===== src/rtl/litho_seq_pkg.sv =====
// Shared state encoding, error codes and command decode for the litho exposure sequencer.
package litho_seq_pkg;

    typedef enum logic [3:0] {
        IDLE  = 4'd0,
        ENV   = 4'd1,
        RL_LD = 4'd2,
        WL_LD = 4'd3,
        CAL   = 4'd4,
        ALN   = 4'd5,
        SCAN  = 4'd6,
        NEXT  = 4'd7,
        WL_UL = 4'd8,
        RL_UL = 4'd9,
        REL   = 4'd10,
        DONE  = 4'd11,
        ERROR = 4'd12
    } state_t;

    localparam logic [1:0] ERR_NONE    = 2'd0;
    localparam logic [1:0] ERR_ABORT   = 2'd1;
    localparam logic [1:0] ERR_TIMEOUT = 2'd2;

    // Command bit order: wl_load, wl_unload, rl_load, rl_unload, ws_calib,
    // ws_align, ws_scan, rs_calib, rs_sync, light_active (MSB first).
    function automatic logic [9:0] cmd_decode(input state_t st);
        case (st)
            RL_LD:   return 10'h080;
            WL_LD:   return 10'h200;
            CAL:     return 10'h024;
            ALN:     return 10'h010;
            SCAN:    return 10'h00B;
            WL_UL:   return 10'h100;
            RL_UL:   return 10'h040;
            default: return 10'h000;
        endcase
    endfunction

    function automatic state_t step_successor(input state_t st);
        case (st)
            ENV:     return RL_LD;
            RL_LD:   return WL_LD;
            WL_LD:   return CAL;
            CAL:     return ALN;
            ALN:     return SCAN;
            SCAN:    return NEXT;
            WL_UL:   return RL_UL;
            RL_UL:   return DONE;
            default: return IDLE;
        endcase
    endfunction

    function automatic logic is_busy(input state_t st);
        return (st != IDLE) && (st != DONE) && (st != ERROR);
    endfunction

    function automatic logic is_wait(input state_t st);
        return is_busy(st) && (st != NEXT);
    endfunction

endpackage


===== src/rtl/seq_watchdog.sv =====
// Per-step watchdog: counts waiting cycles since the last clear and flags when the limit is reached.
module seq_watchdog #(
    parameter int LIMIT = 64
) (
    input  logic clk,
    input  logic reset_n,
    input  logic clear,
    input  logic enable,
    output logic expired
);
    localparam int CW = $clog2(LIMIT + 1);
    localparam logic [CW-1:0] LAST = CW'(LIMIT - 1);

    logic [CW-1:0] cnt_r;

    // Wait-cycle counter, restarted on every step entry.
    always_ff @(posedge clk or negedge reset_n) begin
        if (!reset_n) begin
            cnt_r <= '0;
        end else if (clear) begin
            cnt_r <= '0;
        end else if (enable && (cnt_r != LAST)) begin
            cnt_r <= cnt_r + CW'(1);
        end else begin
            cnt_r <= cnt_r;
        end
    end

    // Flags on the cycle whose next edge would be the LIMIT-th wait cycle.
    assign expired = enable && (cnt_r == LAST);

endmodule


===== src/rtl/litho_sequencer.sv =====
// Wafer-job exposure sequencer driving the loader/stage/light sub-units.
// Optional per-step watchdog enabled by defining SEQ_TIMEOUT_EN.
module litho_sequencer
    import litho_seq_pkg::*;
#(
    parameter int NUM_SHOTS   = 4,
    parameter int TIMEOUT_CYC = 64
) (
    input  logic       clk,
    input  logic       reset_n,
    input  logic       start,
    input  logic       abort,
    input  logic       env_ok,
    input  logic       wl_ready,
    input  logic       rl_ready,
    input  logic       ws_done,
    input  logic       rs_done,
    input  logic       source_on,
    output logic       wl_load,
    output logic       wl_unload,
    output logic       rl_load,
    output logic       rl_unload,
    output logic       ws_calib,
    output logic       ws_align,
    output logic       ws_scan,
    output logic       rs_calib,
    output logic       rs_sync,
    output logic       light_active,
    output logic       busy,
    output logic       job_done,
    output logic       error,
    output logic [1:0] err_code,
    output logic [7:0] shot_count,
    output logic [3:0] state
);
    state_t     state_r, state_next_s, ret_r, ret_next_s;
    logic [9:0] cmd_r;
    logic       busy_r, job_done_r, error_r;
    logic [1:0] err_code_r, err_code_next_s;
    logic [7:0] shot_r, shot_inc_s;
    logic       ws_lat_r, rs_lat_r;
    logic       step_ack_s, acks_clear_s, start_acc_s, timeout_s;

    assign start_acc_s  = (state_r == IDLE) && start && !abort;
    assign acks_clear_s = !(wl_ready || rl_ready || ws_done || rs_done || source_on);
    assign shot_inc_s   = (shot_r == 8'hFF) ? shot_r : (shot_r + 8'd1);

`ifdef SEQ_TIMEOUT_EN
    logic step_entry_s;
    assign step_entry_s = (state_next_s != state_r);

    seq_watchdog #(.LIMIT(TIMEOUT_CYC)) u_watchdog (
        .clk     (clk),
        .reset_n (reset_n),
        .clear   (step_entry_s),
        .enable  (is_wait(state_r)),
        .expired (timeout_s)
    );
`else
    assign timeout_s = 1'b0;
`endif

    // Completion condition of the step currently being held.
    always_comb begin
        step_ack_s = 1'b0;
        case (state_r)
            ENV:          step_ack_s = env_ok;
            RL_LD, RL_UL: step_ack_s = rl_ready;
            WL_LD, WL_UL: step_ack_s = wl_ready;
            CAL:          step_ack_s = (ws_done || ws_lat_r) && (rs_done || rs_lat_r);
            ALN:          step_ack_s = ws_done;
            SCAN:         step_ack_s = ws_done && rs_done && source_on;
            default:      step_ack_s = 1'b0;
        endcase
    end

    // Next-state logic; abort outranks both acks and the watchdog.
    always_comb begin
        state_next_s    = state_r;
        ret_next_s      = ret_r;
        err_code_next_s = err_code_r;
        case (state_r)
            IDLE: begin
                if (start_acc_s) state_next_s = ENV;
                else             state_next_s = IDLE;
            end
            ENV, RL_LD, WL_LD, CAL, ALN, SCAN, WL_UL, RL_UL: begin
                if (step_ack_s) begin
                    state_next_s = REL;
                    ret_next_s   = step_successor(state_r);
                end else begin
                    state_next_s = state_r;
                end
            end
            REL: begin
                if (acks_clear_s) state_next_s = ret_r;
                else              state_next_s = REL;
            end
            NEXT: begin
                if (shot_inc_s == 8'(NUM_SHOTS)) state_next_s = WL_UL;
                else                             state_next_s = ALN;
            end
            DONE, ERROR: state_next_s = IDLE;
            default:     state_next_s = IDLE;
        endcase
        if ((state_r != IDLE) && abort) begin
            state_next_s    = ERROR;
            err_code_next_s = ERR_ABORT;
        end else if (timeout_s) begin
            state_next_s    = ERROR;
            err_code_next_s = ERR_TIMEOUT;
        end else begin
            err_code_next_s = err_code_r;
        end
    end

    // State, registered command/status outputs, ack latches and shot counter.
    always_ff @(posedge clk or negedge reset_n) begin
        if (!reset_n) begin
            state_r    <= IDLE;
            ret_r      <= IDLE;
            cmd_r      <= 10'h000;
            busy_r     <= 1'b0;
            job_done_r <= 1'b0;
            error_r    <= 1'b0;
            err_code_r <= ERR_NONE;
            shot_r     <= 8'd0;
            ws_lat_r   <= 1'b0;
            rs_lat_r   <= 1'b0;
        end else begin
            state_r    <= state_next_s;
            ret_r      <= ret_next_s;
            cmd_r      <= cmd_decode(state_next_s);
            busy_r     <= is_busy(state_next_s);
            job_done_r <= (state_next_s == DONE);
            if (start_acc_s) begin
                error_r    <= 1'b0;
                err_code_r <= ERR_NONE;
                shot_r     <= 8'd0;
            end else if ((state_next_s == ERROR) && (state_r != ERROR)) begin
                error_r    <= 1'b1;
                err_code_r <= err_code_next_s;
            end else if (state_r == NEXT) begin
                shot_r <= shot_inc_s;
            end else begin
                shot_r <= shot_r;
            end
            if (state_r == CAL) begin
                ws_lat_r <= ws_lat_r || ws_done;
                rs_lat_r <= rs_lat_r || rs_done;
            end else begin
                ws_lat_r <= 1'b0;
                rs_lat_r <= 1'b0;
            end
        end
    end

    assign {wl_load, wl_unload, rl_load, rl_unload, ws_calib,
            ws_align, ws_scan, rs_calib, rs_sync, light_active} = cmd_r;
    assign busy       = busy_r;
    assign job_done   = job_done_r;
    assign error      = error_r;
    assign err_code   = err_code_r;
    assign shot_count = shot_r;
    assign state      = state_r;

endmodule


===== config.mk =====
export PLATFORM = sky130hd
export DESIGN_NAME = litho_sequencer
export DESIGN_NICKNAME = d
export VERILOG_FILES = /design/src/rtl/litho_seq_pkg.sv /design/src/rtl/seq_watchdog.sv /design/src/rtl/litho_sequencer.sv
export SDC_FILE = /design/constraint.sdc
export NUM_CORES = 1
export LEC_CHECK = 0
export CORE_MARGIN = 2
export CORE_UTILIZATION = 30
export CTS_CLUSTER_SIZE = 12
export DETAILED_ROUTE_END_ITERATION = 10
export PLACE_DENSITY_LB_ADDON = 0.2
export SYNTH_ARGS = -nofsm -noshare
export SYNTH_HDL_FRONTEND = slang
export SYNTH_SLANG_ARGS = --single-unit

===== constraint.sdc =====
create_clock -name clk -period 4.4 [get_ports clk]
set_clock_uncertainty 0.2 [all_clocks]
set_input_delay 1.1 -clock clk [delete_from_list [all_inputs] [get_ports clk]]
set_output_delay 1.1 -clock clk [all_outputs]
set_load 0.05 [all_outputs]

==> Word level (Yosys, flattened, before mapping) <==
Memory sizes are Yosys's and may differ from the RTL's. A register that Yosys moved wholly into a read port is not among the register bits.
Cells that the tools add are included.
{ "totals": {"register_bits": 29, "mem_bits_ro": 64, "input_bits": 10, "wordCells": 84, "n_memories": 1} }
{ "memory_table": {"columns": ["name", "depth", "width", "rd", "rd_clocked_by_memory_dff", "write_ports", "line", "rtl"], "rows": [
  ["(name not given)", 16, 4, 1, 1, 0, "litho_seq_pkg.sv:40", "case (st)"]
]} }
{ "op_classes": {"add_sub_neg": 1, "n_eq_ne": 25, "mux": 19, "n_reduce_logical": 29} }
{ "op_table": {"columns": ["op", "n"], "rows": [
  ["one-hot mux 10 bit (7 select lines)", 1],
  ["two-way mux 8 bit", 4],
  ["== test 4 x 3 -> 1 bit, second input constant", 7],
  ["== test 4 bit, second input constant", 7],
  ["== test 4 x 2 -> 1 bit, second input constant", 4],
  ["two-way mux 4 bit", 4],
  ["one-hot mux 4 bit (4 select lines)", 1],
  ["inequality test 4 bit, second input constant", 3],
  ["logical AND 1 bit", 9],
  ["adder 8 x 1 -> 8 bit, second input constant", 1],
  ["== test 8 x 3 -> 1 bit, second input constant", 1],
  ["== test 8 bit, second input constant", 1],
  ["nonzero test 4 bit", 2],
  ["OR reduction 8 bit", 1],
  ["logical OR 1 bit", 6],
  ["two-way mux 2 bit", 3],
  ["one-hot mux 1 bit (6 select lines)", 1],
  ["AND reduction 2 bit", 3],
  ["nonzero test 2 bit", 3],
  ["two-way mux 1 bit", 5],
  ["== test 4 x 1 -> 1 bit, second input constant", 1],
  ["logical NOT 4 bit", 1],
  ["OR reduction 2 bit", 2],
  ["logical NOT 1 bit", 2],
  ["inequality test 2 bit, second input constant", 1]
]} }

==> Logic depth before layout (Yosys ltp) <==
Gate-level depths: netlist of the first run.
{ "depth": {"depth_word": 11, "mapped_depth": 13, "depth_no_buf": 10} }

==> Least setup slack after synthesis of the first run <==
OpenSTA, ideal clock, no wires.
{ "synth_path": {"path_kind": "flip-flop to flip-flop", "startpoint": "reg state_r[1], in the netlist state[1]", "endpoint": "reg shot_r[7], in the netlist shot_count[7]", "setup_time_ps": 140, "arrival_time_ps": 3118, "path_slack_ps": 942, "path_stages_with_launch": 14, "period_less_slack_ps": 3458, "path_cell_list": "dfrtp_1 -> inv_1 -> ha_1 -> buf_6 -> mux2_4 -> and3_4 -> a2111oi_4 -> buf_6 -> o211ai_4 -> o31ai_4 -> a41oi_1 -> buf_2 -> a41oi_1 -> a211oi_1"} }
{ "synth_via": {"elab_chain_cells": 10} }
{ "synth_lines": {"columns": ["element", "line", "rtl"], "rows": [
  ["from (decl)", "litho_sequencer.sv:36", "state_t state_r, state_next_s, ret_r, ret_next_s;"],
  ["from (signal assigned)", "litho_sequencer.sv:131", "state_r <= state_next_s;"],
  ["== test 4 x 2 -> 1 bit, or another cell as far along", "litho_sequencer.sv:66, litho_sequencer.sv:82", null],
  ["OR reduction 2 bit / logical AND 1 bit (equally long branches)", "litho_sequencer.sv:66, litho_sequencer.sv:44", null],
  ["one-hot mux 1 bit (6 select lines) / logical AND 1 bit (equally long branches)", "litho_sequencer.sv:66, litho_sequencer.sv:44", null],
  ["two-way mux 4 bit / two-way mux 1 bit (equally long branches)", "litho_sequencer.sv:88, litho_sequencer.sv:84", null],
  ["one-hot mux 4 bit (4 select lines)", "litho_sequencer.sv:82", "case (state_r)"],
  ["two-way mux 4 bit", "litho_sequencer.sv:106", "if ((state_r != IDLE) && abort) begin"],
  ["== test 4 bit", "litho_sequencer.sv:140", "end else if ((state_next_s == ERROR) && (state_r != ERROR)) begin"],
  ["logical AND 1 bit", "litho_sequencer.sv:140", null],
  ["inequality test 2 bit (no line)", null, null],
  ["AND reduction 2 bit (no line)", null, null],
  ["to (signal assigned)", "litho_sequencer.sv:144", "shot_r <= shot_inc_s;"],
  ["to (signal assigned)", "litho_sequencer.sv:146", "shot_r <= shot_r;"],
  ["to (decl)", "litho_sequencer.sv:40", "logic [7:0] shot_r, shot_inc_s;"]
]} }
Parallel ways exist; a longest one is shown, timed or not.
A chain may end at the register's enable or synchronous reset.

==> Worst setup path after layout of the first run <==
{ "layout_path": {"startpoint": "in rl_ready", "endpoint": "reg shot_r[7], in the netlist shot_count[7]"} }
{ "layout_via": {"elab_chain_cells": 11} }
{ "layout_lines": {"columns": ["element", "line", "rtl"], "rows": [
  ["from (decl)", "litho_sequencer.sv:15", "input logic rl_ready,"],
  ["logical OR 1 bit (4 in series)", "litho_sequencer.sv:45", "assign acks_clear_s = !(wl_ready || rl_ready || ws_done || rs_done || source_on);"],
  ["two-way mux 4 bit", "litho_sequencer.sv:96", "if (acks_clear_s) state_next_s = ret_r;"],
  ["one-hot mux 4 bit (4 select lines) (*)", "litho_sequencer.sv:82", null],
  ["two-way mux 4 bit (*)", "litho_sequencer.sv:106", null],
  ["== test 4 bit (*)", "litho_sequencer.sv:140", null],
  ["logical AND 1 bit (*)", "litho_sequencer.sv:140", null],
  ["inequality test 2 bit (no line) (*)", null, null],
  ["AND reduction 2 bit (no line) (*)", null, null]
]} }
Mark *: on every way between the ends. The rest lies on a longest branch, timed or not.

==> key figures, run 1 <==
Synth
  • Synth Flop Type: dfrtp_1
  • Mean Syn Cell Area: 9.780 sq um
  • Area contributors post-synth: dfrtp_1 (40%), ha_1 (4.1%), nor2_1 (3.7%), nand2_1 (3.1%), a21oi_1 (2.8%)
  • Synth Warn #: 0
  • Syn nets: 201
  • Syn Std Cell Area: 1809 sq um
  • #FFs+latches synth: 29
  • Asr flop ratio synth: 100.0%
  • EDFF count, synth: 0
  • Post-Synthesis Cells: 185
  • Post-synth top area share: 40.11%
  • Count of unique library cells instantiated by Yosys: 54
  • Seq/Total Area, Yosys: 40.11%
  • Biggest area consumer among synthesized cells: dfrtp_1

Timing
  • Slew at the pin closest to its max-slew limit: 0.5968 ns
  • Final Worst Setup Slack: 0.7793 ns
  • Final hold violations: 0
  • Crit path time final: 3.621 ns
  • Setup-failing EPs final: 0
  • Setup tns final: 0 ns
  • Slew HR: 60.21%
  • Max Freq: 0.2762 GHz
  • Max Slew Vio Count: 0
  • Tcrit/Tclk final: 82.29%
  • RSZ-0062 raised after global routing: no

CTS
  • Clock-pin slew on the worst setup and hold paths: 0.07 ns
  • CTS tree: yes
  • Clock Sinks: 29
  • Clock Tree Buf Depth: 2
  • H-tree Lvls: 2
  • Clock network latency to the later pin of the worst-skew pair: 0.28 ns
  • Cts hold-fix bufs: 0
  • CTS resizes: 0
  • Clock buffer count from CTS: 5
  • Clock Tree Root: clkbuf_8
  • Post-CTS setup repair buffer count: 0

Route
  • Total wire length: 4378 microns
  • Via count: 1468
  • # DRC: 0
  • 1st-iter DRT viols: 149
  • DR pass1 iterations: 4
  • ANT nets after route: 0
  • Mean routed wirelength per cell: 14.89 microns
  • DR vias/cell: 4.993

Placed design
  • PortBufs: 35
  • Dpl ws: 0.4986 ns
  • Global placement routability congestion: 0.8328
  • DPL Wire Length: 3081 microns

Critical path
  • Critical Path RT: 4.39 ns
  • Largest fanout on the critical path: 11
  • Startpoint Class: input pin
  • Worst path slowest cell: a2111oi_4
  • Slowest stage delay, CP: 0.61 ns
  • Most Frequent Cell on Critical Path: a41oi_1
  • CP cell instances: clkdlybuf4s50_1 -> mux2i_1 -> o22ai_1 -> a2111oi_4 -> a31o_2 -> o31ai_4 -> a41oi_1 -> buf_4 -> a41oi_1 -> a211oi_1
  • Critical path start-end classification: in2reg
  • R2R Setup Slk: 0.99 ns
  • Worst setup EP type: flop
  • FF-to-FF path depth: 11
  • Arrival time of the worst setup path: 3.61 ns

Floorplanning
  • Site row count: 28
  • I/O Pins: 37
  • Die height: 81.66 microns
  • Initial core utilization: 30.74%
  • DIE AREA: 6668 sq um
  • Core area: 5886 sq um
  • Die Wd: 81.66 microns

GRT
  • Antenna violations before repair: 0
  • Total gr overflow: 0
  • Gr usage total: 14.62%
  • Pin count of the biggest net entering global routing: 30
  • Vias in the first global route: 1439
  • First-pass GRT wire length: 7307 microns

Power and ir drop
  • Maximum vdd drop: 261.2 uV
  • Pwr dens: 619.7 nW/um^2
  • Leak Pwr: 0.9350 nW
  • Post-layout power: 1.408 mW

Status
  • Status: finished, final reports clean

Cells and area
  • Area Overhead vs Synth: 25.59%
  • Final Util: 38.61%
  • Layout net count: 234
  • ANT cells: 0
  • Share of layout cells above drive strength 1: 11.87%

Hold path
  • Hold Crit Class: reg2reg
  • Hold path cells: 2

Flow run
  • Max-capacitance violation count: 0
path summary, 6_finish.rpt:
kind	to	start
worst max-delay path	shot_count[7]	rl_ready
worst min-delay path	rs_lat_r	rs_lat_r
max in group asynchronous	shot_count[0]	reset_n
min in group asynchronous	shot_count[6]	reset_n
worst max register to register	shot_count[7]	state[1]
worst min register to register	rs_lat_r	rs_lat_r
worst max-delay path: cells and delay by family:
family | cells | cell delay, ns
compound gates | 7 | 1.71
buf+inv | 2 | 0.66
mux | 1 | 0.15
routing by layer:
| metal | vias to the layer above | global-route usage, % | part of all wire [%] |
|---|---|---|---|
| li1 | 741 | - | - |
| met1 | 689 | 22.07 | 51 |
| met2 | 34 | 19.84 | 42 |
| met3 | 4 | 3.956 | 4.9 |
| met4 | 0 | 5.000 | 1.3 |
| met5 | - | 0 | 0 |
power breakdown:
group | total [mW] | switching, mW | internal (mW)
sequential | 0.415 | 0.0856 | 0.329
combinational | 0.717 | 0.449 | 0.268
clock | 0.276 | 0.107 | 0.169
total | 1.41 | 0.642 | 0.766
through the flow:
stage | area (sq um) | std cells | hold slack, ns
3_3_place_gp | 2157 | 286 | 0.2599
6_report | 2272 | 294 | 0.2796
4_1_cts | 2272 | 294 | 0.2886
5_1_grt | 2272 | 294 | 0.3146
2_1_floorplan | 1809 | 185 | 0.2468
3_5_place_dp | 2157 | 286 | 0.2713
cell usage after synthesis, types with 3 or more instances:
cell type  instances
dfrtp_1           29
buf_4              4
nor2_1            18
nor4_1             4
nand3_1            5
or3_1              3
a31oi_1            4
nand2_1           15
inv_1              9
buf_6              4
a21oi_1           10
clkbuf_8           3
ha_1               6
a311oi_1           3
nor3_1            10
o21ai_0            7
nand3b_1           3
cells in the final DEF, fill, tap and decap left out, drive strengths merged, types with 5 or more instances in the layout:
| cell type | count |
|---|---|
| ha | 6 |
| dfrtp | 29 |
| o21ai | 8 |
| nand3 | 5 |
| inv | 9 |
| clkdlybuf4s50 | 35 |
| a21oi | 10 |
| nor2 | 18 |
| nand2 | 15 |
| nor3 | 10 |
| clkbuf | 5 |
registers in the layout, summed over array words and instances, names as in the netlist:
name	flops
err_code	1
state	4
rs_lat_r	1
shot_count	8
error	1
job_done	1
busy	1
ws_lat_r	1
cmd_r	7
ret_r	4
cell families (layout without fill, tap and decap cells):
family          count (synthesis)  after routing  share of synthesized area (%)
mux                             5              5                          3.181
flops                          29             29                          40.11
xor+xnor                        1              1                         0.4842
simple gates                   79             79                          24.62
fa+ha+maj                       6              6                          4.149
compound gates                 42             42                          18.40
other cells                     1              1                         0.2073
buf+inv                        22             56                          8.851
cell type report:
class | instances | area (sq um)
clock buffers | 5 | 68.82
clock inverters | 3 | 46.29
repair buffers | 39 | 380.4
well taps | 75 | 93.84
inverters | 9 | 33.78
fillers | 620 | 3613
multi-input cells | 134 | 923.4
flip-flops and latches | 29 | 725.7
Note: power is estimated with default switching activity, not from simulation.
==> run 2: changes to the inputs <==
Clock period 4.4 ns to 3.5 ns, I/O delays scaled along.
==> run 2 against run 1 <==
Register-to-register slack worse by 0.68 ns. Die area unchanged. Final cell count up 3.4%. Core utilization up 1.0 points. Via count up 2.2%. Worst hold slack worse by 0.0038 ns. Critical path depth up 1. Critical path type unchanged. Critical endpoint unchanged. Largest cell class unchanged.
==> key figures, run 2 (synthesis results as in run 1) <==
Route
  • DR vias/cell: 4.934 (was 4.993)
  • Mean routed wirelength per cell: 14.55 microns (was 14.89 microns)
  • # DRC: 0 (unchanged)
  • 1st-iter DRT viols: 106 (was 149)
  • Total wire length: 4422 microns (was 4378 microns)
  • Via count: 1500 (was 1468)
  • ANT nets after route: 0 (unchanged)
  • DR pass1 iterations: 4 (unchanged)

CTS
  • H-tree Lvls: 2 (unchanged)
  • Post-CTS setup repair buffer count: 0 (unchanged)
  • Clock network latency to the later pin of the worst-skew pair: 0.27 ns (was 0.28 ns)
  • CTS tree: yes (unchanged)
  • CTS resizes: 0 (unchanged)
  • Clock Tree Root: clkbuf_8 (unchanged)
  • Cts hold-fix bufs: 0 (unchanged)
  • Clock Tree Buf Depth: 2 (unchanged)
  • Clock-pin slew on the worst setup and hold paths: 0.06 ns (was 0.07 ns)
  • Clock Sinks: 29 (unchanged)
  • Clock buffer count from CTS: 5 (unchanged)

Critical path
  • Arrival time of the worst setup path: 3.26 ns (was 3.61 ns)
  • Critical path start-end classification: in2reg (unchanged)
  • Worst setup EP type: flop (unchanged)
  • Critical Path RT: 3.45 ns (was 4.39 ns)
  • Largest fanout on the critical path: 11 (unchanged)
  • Startpoint Class: input pin (unchanged)

GRT
  • Vias in the first global route: 1503 (was 1439)
  • Grt met2 use: 21.39% (was 19.84%)
  • Pin count of the biggest net entering global routing: 30 (unchanged)
  • Total gr overflow: 0 (unchanged)
  • GR Util met3: 2.967% (was 3.956%)
  • Antenna violations before repair: 0 (unchanged)
  • Met1 Usage GRT: 20.79% (was 22.07%)
  • First-pass GRT wire length: 7314 microns (was 7307 microns)
  • Gr usage total: 14.36% (was 14.62%)
  • GRT busiest layer: met2 (was met1)

Cells and area
  • Area Overhead vs Synth: 28.91% (was 25.59%)
  • Most frequent cells in the layout: clkdlybuf4s50_1 (35), dfrtp_1 (29), nor2_1 (18) (unchanged)
  • Share of layout cells above drive strength 1: 15.72% (was 11.87%)
  • Layout net count: 245 (was 234)
  • Most common cell after layout, fill and taps aside: clkdlybuf4s50_1 (unchanged)
  • Design area: 2332 sq um (was 2272 sq um)
  • Final Util: 39.63% (was 38.61%)
  • Max reg flops: 8 (unchanged)
  • ANT cells: 0 (unchanged)

Floorplanning
  • Initial core utilization: 30.74% (unchanged)
  • DIE AREA: 6668 sq um (unchanged)
  • Site row count: 28 (unchanged)
  • I/O Pins: 37 (unchanged)
  • Core area: 5886 sq um (unchanged)
  • Die Wd: 81.66 microns (unchanged)
  • Die height: 81.66 microns (unchanged)

Power and ir drop
  • Pwr dens: 773.2 nW/um^2 (was 619.7 nW/um^2)
  • Leak Pwr: 0.9770 nW (was 0.9350 nW)
  • Maximum vdd drop: 340.1 uV (was 261.2 uV)

Placed design
  • DPL Wire Length: 3172 microns (was 3081 microns)
  • PortBufs: 35 (unchanged)
  • Global placement routability congestion: 0.8370 (was 0.8328)
  • DP Area: 2240 sq um (was 2157 sq um)

Timing
  • Slew at the pin closest to its max-slew limit: 0.5224 ns (was 0.5968 ns)
  • Max Slew Vio Count: 0 (unchanged)
  • Tcrit/Tclk final: 94.43%
  • Setup-failing EPs final: 0 (unchanged)
  • Crit path time final: 3.305 ns
  • RSZ-0062 raised after global routing: no (unchanged)
  • Max Freq: 0.3026 GHz
  • Final hold violations: 0 (unchanged)
  • Slew HR: 64.90% (was 60.21%)

Flow run
  • Max-capacitance violation count: 0 (unchanged)

Status
  • Status: finished, final reports clean (unchanged)

Hold path
  • Hold Crit Class: reg2reg (unchanged)
## run 2: changes by cell type in the layout (fill, tap and decap cells not counted), sizes merged
| cell | change |
|---|---|
| bufinv | -1 |
| buf | +11 |
| clkbuf | +2 |
| clkinv | -1 |
| clkinvlp | -1 |
## run 2: per-stage QoR
| stage | setup slack (ns) | setup TNS, ns | std cells | hold WS (ns) | power (mW) |
|---|---|---|---|---|---|
| 2_1_floorplan | 0.04229 | 0 | 185 | 0.2468 | 1.257 |
| 4_1_cts | 0.1636 | 0 | 304 | 0.2830 | 1.817 |
| 3_3_place_gp | -0.07223 | -0.3655 | 297 | 0.2601 | 1.537 |
| 3_5_place_dp | -0.1140 | -0.6079 | 297 | 0.2679 | 1.535 |
| 5_1_grt | 0.04395 | 0 | 304 | 0.3004 | 1.937 |
| 6_report | 0.1950 | 0 | 304 | 0.2757 | 1.803 |
## run 2: critical path, cell delays in order
cell and delay (ns):
clkdlybuf4s50_1 0.45, mux2i_1 0.15, o22ai_1 0.13, a2111oi_4 0.42, buf_4 0.23, o211ai_4 0.09
o31ai_4 0.27, a41oi_1 0.16, buf_4 0.20, a41oi_1 0.21, a211oi_1 0.07
## run 2: per-layer routing
metal / vias up / wire length [microns]
met4: 0 / 44
met3: 4 / 146
met5: - / 0
met1: 702 / 2292
met2: 29 / 1939
li1: 765 / -
## run 2: worst paths after layout
kind,start,end,slack (ns),cells past startpoint
hold / removal,rs_lat_r,rs_lat_r,0.28,2
min in group asynchronous,reset_n,shot_count[6],0.79,2
hold reg to reg,rs_lat_r,rs_lat_r,0.28,2
setup / recovery,rl_ready,shot_count[7],0.20,11
setup reg to reg,state[1],shot_count[7],0.31,12
max in group asynchronous,reset_n,error,2.03,2
## run 2: area by class of cell
cell class	instances	area (sq um)
flip-flops and latches	29	725.7
multi-input cells	134	929.6
clock buffers	7	86.33
repair buffers	50	462.9
inverters	9	33.78
fillers	591	3553
well taps	75	93.84
## run 2: power by group
group          switching, mW  internal (mW)  total [mW]
Clock                  0.115          0.156       0.271
Sequential            0.0737          0.415       0.489
Combinational          0.625          0.418        1.04
Total                  0.814          0.989        1.80
